[src/rtl/prefix_add.sv]
// Kogge-Stone parallel-prefix adder: S = a + b + cin (mod 2^WIDTH) with carry-out,
// result registered once (single-cycle latency, one operand set per cycle).
module prefix_add #(
    parameter int unsigned WIDTH = 8
) (
    input  logic             clk,
    input  logic             rst,
    input  logic [WIDTH-1:0] a,
    input  logic [WIDTH-1:0] b,
    input  logic             cin,
    output logic [WIDTH-1:0] S,
    output logic             cout
);

    // Node 0 is the carry-in (position -1); node i+1 is operand bit i.
    localparam int unsigned NODES  = WIDTH + 1;
    localparam int unsigned LEVELS = $clog2(NODES);
    localparam int unsigned DIST_L = 2 ** (LEVELS - 1);

    logic [WIDTH-1:0] gen;
    logic [WIDTH-1:0] prop;
    logic [NODES-1:0] carry;
    logic [WIDTH-1:0] sum_c;
    logic             cout_c;

    assign gen  = a & b;
    assign prop = a ^ b;

    genvar k;
    for (k = 0; k < LEVELS; k++) begin : g_lvl
        logic [NODES-1:0] g;
        logic [NODES-1:0] p;

        if (k == 0) begin : g_init
            assign g = {gen, cin};
            assign p = {prop, 1'b0};
        end else begin : g_step
            localparam int unsigned DIST = 2 ** (k - 1);

            // Nodes below DIST have no partner and pass through.
            always_comb begin
                g = g_lvl[k-1].g;
                p = g_lvl[k-1].p;
                for (int unsigned j = DIST; j < NODES; j++) begin
                    g[j] = g_lvl[k-1].g[j] | (g_lvl[k-1].p[j] & g_lvl[k-1].g[j-DIST]);
                    p[j] = g_lvl[k-1].p[j] & g_lvl[k-1].p[j-DIST];
                end
            end
        end
    end

    // Final prefix level only needs group generate: node i then spans i-1 down to -1.
    always_comb begin
        carry = g_lvl[LEVELS-1].g;
        for (int unsigned j = DIST_L; j < NODES; j++) begin
            carry[j] = g_lvl[LEVELS-1].g[j]
                     | (g_lvl[LEVELS-1].p[j] & g_lvl[LEVELS-1].g[j-DIST_L]);
        end
    end

    assign sum_c  = prop ^ carry[WIDTH-1:0];
    assign cout_c = carry[WIDTH];

    always_ff @(posedge clk or posedge rst) begin
        if (rst) begin
            S    <= '0;
            cout <= 1'b0;
        end else begin
            S    <= sum_c;
            cout <= cout_c;
        end
    end

endmodule

[config.mk]
export PLATFORM = sky130hd
export DESIGN_NAME = prefix_add
export DESIGN_NICKNAME = d
export VERILOG_FILES = /design/src/rtl/prefix_add.sv
export SDC_FILE = /design/constraint.sdc
export NUM_CORES = 1
export LEC_CHECK = 0
export CORE_MARGIN = 2
export CORE_UTILIZATION = 38
export DETAILED_ROUTE_END_ITERATION = 7
export HOLD_SLACK_MARGIN = 0.15
export PLACE_DENSITY = 0.8
export SYNTH_ARGS = -nofsm -noshare
export SYNTH_HDL_FRONTEND = slang
export SYNTH_SLANG_ARGS = --single-unit
[constraint.sdc]
create_clock -name clk -period 0.8 [get_ports clk]
set_clock_uncertainty 0.2 [all_clocks]
set_input_delay 0.12 -clock clk [delete_from_list [all_inputs] [get_ports clk]]
set_output_delay 0.12 -clock clk [all_outputs]
set_load 0.005 [all_outputs]
## Word-level counts from Yosys, hierarchy flattened

Index checks and enable logic that the tools add are counted.
W data, S select, Z words.

- Add/sub/neg operators: 0
- $mul: 0
- Divide/modulo/power cells: 0
- Order comparisons: 0
- Equality and inequality tests: 0
- Shift operators: 0
- Multiplexer cells: 0
- Bitwise logic cells: 58
- Reductions and logical operators: 0

Operators by type and width:

| operator | number |
|---|---|
| $and A1 B1 Y1 | 34 |
| $or A1 B1 Y1 | 21 |
| $xor A8 B8 Y8 | 2 |
| $and A8 B8 Y8 | 1 |

- Register bits: 9
- Bits in latches: 0
- RAM bits: 0
- Bits in read-only memories: 0
- Output and inout bits: 9
- Memories kept: 0

## Longest topological paths before layout

Gate-level depths: netlist of the first run.

- Word-level depth: 8
- Depth in mapped cells: 7
- Mapped depth without buffers: 7

## Worst setup path before layout of the first run

OpenSTA, ideal clock, no wires.

- Kind: input-to-reg
- Start point: input port a[0]
- End point: register S[7]
- Setup time: 0.124 ns
- Arrival time: 1.149 ns
- Data required time: 0.476 ns
- Slack: -0.673 ns
- Stages on the path: 7
- Buffers on the path: 0
- Path through: inv_1 > fa_1 > inv_1 > a21oi_1 > o221ai_1 > o211ai_1 > xnor2_1

- Word-level cells in the longest chain between the ends: 8
- Elaborated cells between the ends (all ways): 9
- Those cells by class: bitwise: 9

RTL lines:

| element | line | text |
|---|---|---|
| from (decl) | 8 | `input logic [WIDTH-1:0] a,` |
| $xor A8 B8 Y8 | 27 | `assign prop = a ^ b;` |
| $and A1 B1 Y1 | 45 | `g[j] = g_lvl[k-1].g[j] \| (g_lvl[k-1].p[j] & g_lvl[k-1].g[j-DIST]);` |
| $or A1 B1 Y1 (*) | 45 |  |
| $and A1 B1 Y1 (*) | 45 |  |
| $or A1 B1 Y1 (*) | 45 |  |
| $and A1 B1 Y1 (*) | 45 |  |
| $or A1 B1 Y1 (*) | 45 |  |
| $xor A8 B8 Y8 (*) | 61 | `assign sum_c = prop ^ carry[WIDTH-1:0];` |
| net sum_c[7] | 23 | `logic [WIDTH-1:0] sum_c;` |
| to (signal assigned) | 69 | `S <= sum_c;` |
| to (decl) | 11 | `output logic [WIDTH-1:0] S,` |

The timed path passes the listed nets; every way through them passes the cells marked *.

## Worst setup path in the final report of the first run

- Start point: input port cin
- End point: register S[7]

- Word-level cells in the longest chain between the ends: 7

RTL lines:

| element | line | text |
|---|---|---|
| from (decl) | 10 | `input logic cin,` |
| $and A1 B1 Y1 | 45 |  |
| $or A1 B1 Y1 | 45 |  |
| $and A1 B1 Y1 | 45 |  |
| $or A1 B1 Y1 | 45 |  |
| $and A1 B1 Y1 | 45 |  |
| $or A1 B1 Y1 | 45 |  |
| $xor A8 B8 Y8 | 61 |  |
| net sum_c[7] | 23 |  |

The timed path passes the listed nets, and every way through them passes these cells.

==> out/qor.txt, run 1 <==
Die area = 1850 µm²
Die Wd = 43.0 µm
Max H-tree Level = 1
CP arrival = 1.20 ns
Max IR drop VDD = 0.000650 V
GRT Total Usage = 20.4%
Detailed Place HPWL = 1180 µm
Number of cells on the critical path = 8
Syn Inst Count = 52
WHS = -0.0249 ns
Most frequent cell after synthesis = dfrtp_1
Clock Sinks = 9
CP Buf/Inv Count = 3
Worst-path fanout max = 3
Ys Warns = 0
Sequential-to-total area share from yosys stat = 39.0%
DRT Pass-1 Iters = 2
Row Count = 14
Final Hold Viols = 9
Synth top cells by count = dfrtp_1 (9), ha_1 (8), inv_1 (8), xnor2_1 (7), a21oi_1 (4)
Endpoints failing setup = 18
Worst EP required = 0.73 ns
Max Fclk = 0.791 GHz
Vias/cell = 4.91
Grt total ovfl = 0
Post-route minimum period = 1.26 ns
Failing checks = hold timing, setup timing
Core area = 1470 µm²
Largest area contributor in the netlist = dfrtp_1
Final Total Pwr = 0.00173 W
Fin Setup TNS = -5.68 ns
Final setup margin = -0.465 ns
CTS clk-pin slew, worst paths = 0.06 ns
Synth-to-Final Area Change = 104%
FF+latch count, synth = 9
Status = complete, but fails checks
Slew headroom = 85.3%
Ant diodes = 0
Top delay family on crit path = adder cells
Dominant cells by area after synthesis = dfrtp_1 (39%), ha_1 (17%), xnor2_1 (11%)
Antenna violations before repair = 0
Nets@finish = 128
Startpoint types = primary input
CP max stage delay = 0.39 ns
Primary FF master, synth = dfrtp_1
Vias in the first global route = 648
Share of the synthesized area in the top cell type = 39.0%
EDFF count, synth = 0
Die Ht = 43.0 µm
Post-Layout Cell Count = 115
Port Buffers = 27
Leakage Power = 0.535 nW
DR vias = 565
Final WL = 1740 µm
Tightest Pin Transition = 0.219 ns
Post-synthesis cell type count = 18
Slew Limit Fails = 0
Starting Density = 39.2%
DR DRC count = 0
WL/cell = 15.1 µm
Detailed Route Iter0 Violations = 5
Mean Syn Cell Area = 11.1 µm²
Top Ports = 28
RSZ-0062 raised after global routing = yes
Layout cells sized above 1 = 64.6%
Antenna Nets Post-Route = 0
Synthesized net count = 80
Kind of critical path = in2reg
Post-synthesis cell area = 577 µm²
P per Cell Area = 1470 nW/µm²
Placed insts = 106
Period utilisation layout = 158%
CTS tree = built
Min-delay worst type = in2async
Critical Path, Cell by Cell = buf_8 -> inv_8 -> fa_2 -> inv_2 -> a21oi_4 -> o221ai_2 -> o211ai_1 -> xnor2_1
GP Congestion = 0.803
CP endpoint kind = flip-flop
Async set-reset flop share out of synthesis = 100%
CTS Root Cell = clkbuf_4
Num CTS Buffers = 3
Largest net degree at the start of global routing = 10
Global-route wire length before repair = 2780 µm
Clk buf depth = 2
Worst path slowest cell = fa_2
Max-cap viol count = 0
metal layers:
layer,share of wire (%),GRT usage (%),up-vias
met2,59,41.5,17
met4,0.81,6.67,0
li1,-,-,273
met5,0,0,-
met3,4.8,3.40,4
met1,36,20.1,271
placed cells by master (no fill, tap or decap), types with 2 or more instances in the layout:
master and count:
xnor2_1 2, a21oi_4 4, clkdlybuf4s15_1 6, inv_2 3
clkbuf_4 3, a21oi_1 2, buf_6 3, o21ai_1 2
dfrtp_1 9, buf_2 12, buf_4 12, dlygate4sd2_1 2
inv_4 2, xnor2_2 5, a21o_1 2, buf_8 3
ha_4 6, inv_1 2, clkdlybuf4s50_1 3
final timing paths:
| check | start | end |
|---|---|---|
| worst max-delay path | cin | S[7] |
| worst min-delay path | rst | S[0] |
| min in group clk | b[0] | S[0] |
| max in group asynchronous | rst | S[5] |
per-stage QoR:
stage | utilization (%) | worst slack, ns | area, µm² | hold WS, ns
4_1_cts | 76.3 | -0.428 | 1120 | -0.0166
3_5_place_dp | 70.0 | -1.24 | 1030 | 0.257
2_1_floorplan | - | -0.536 | 644 | -0.252
3_3_place_gp | 70.0 | -1.17 | 1030 | 0.231
5_1_grt | 80.0 | -0.519 | 1180 | 0.00293
6_report | 80.0 | -0.465 | 1180 | -0.0249
power by group:
part	switching, W	total, W	leakage, nW	internal (W)
registers	0.0000215	0.000566	0.105	0.000544
logic	0.000357	0.000822	0.415	0.000465
clock network	0.000147	0.000338	0.0150	0.000191
total	0.000525	0.00173	0.535	0.00120
cell families after synthesis:
| family | synth area share (%) |
|---|---|
| adder cells (fa/ha/maj) | 20.8 |
| XOR/XNOR | 10.6 |
| AND/OR/NAND/NOR | 4.12 |
| flip-flops | 39.0 |
| buffers and inverters | 5.21 |
| AO/OA/AOI/OAI | 20.2 |
state kept, by name, indices dropped and copies added (netlist names):
register / flops
cout: 1
S: 8
repair_timing:
item                                    CTS  global route
gates resized for setup                  99            12
gates cloned                              0             0
endpoints found under the setup margin   18            18
setup buffers                             4             2
pin swaps                                22            11
hold endpoints to repair                 11            10
worst min-delay path: cells and delay by family:
family	cells	cell delay, ns
buffers and inverters	3	0.64
area by class of cell:
cell class	count	area [µm²]
multi-input combinational	35	495
timing repair buffer	43	368
fill	91	294
sequential	9	225
inverter	8	42.5
clock buffer	4	26.3
tap	16	20.0
Note: power is estimated with default switching activity, not from simulation.
==> run 2, diff against run 1 <==
SKIP_LAST_GASP = 1   (was not set)
==> results of run 2 <==
The final DEF is identical to that of run 1; final timing and power are the same.
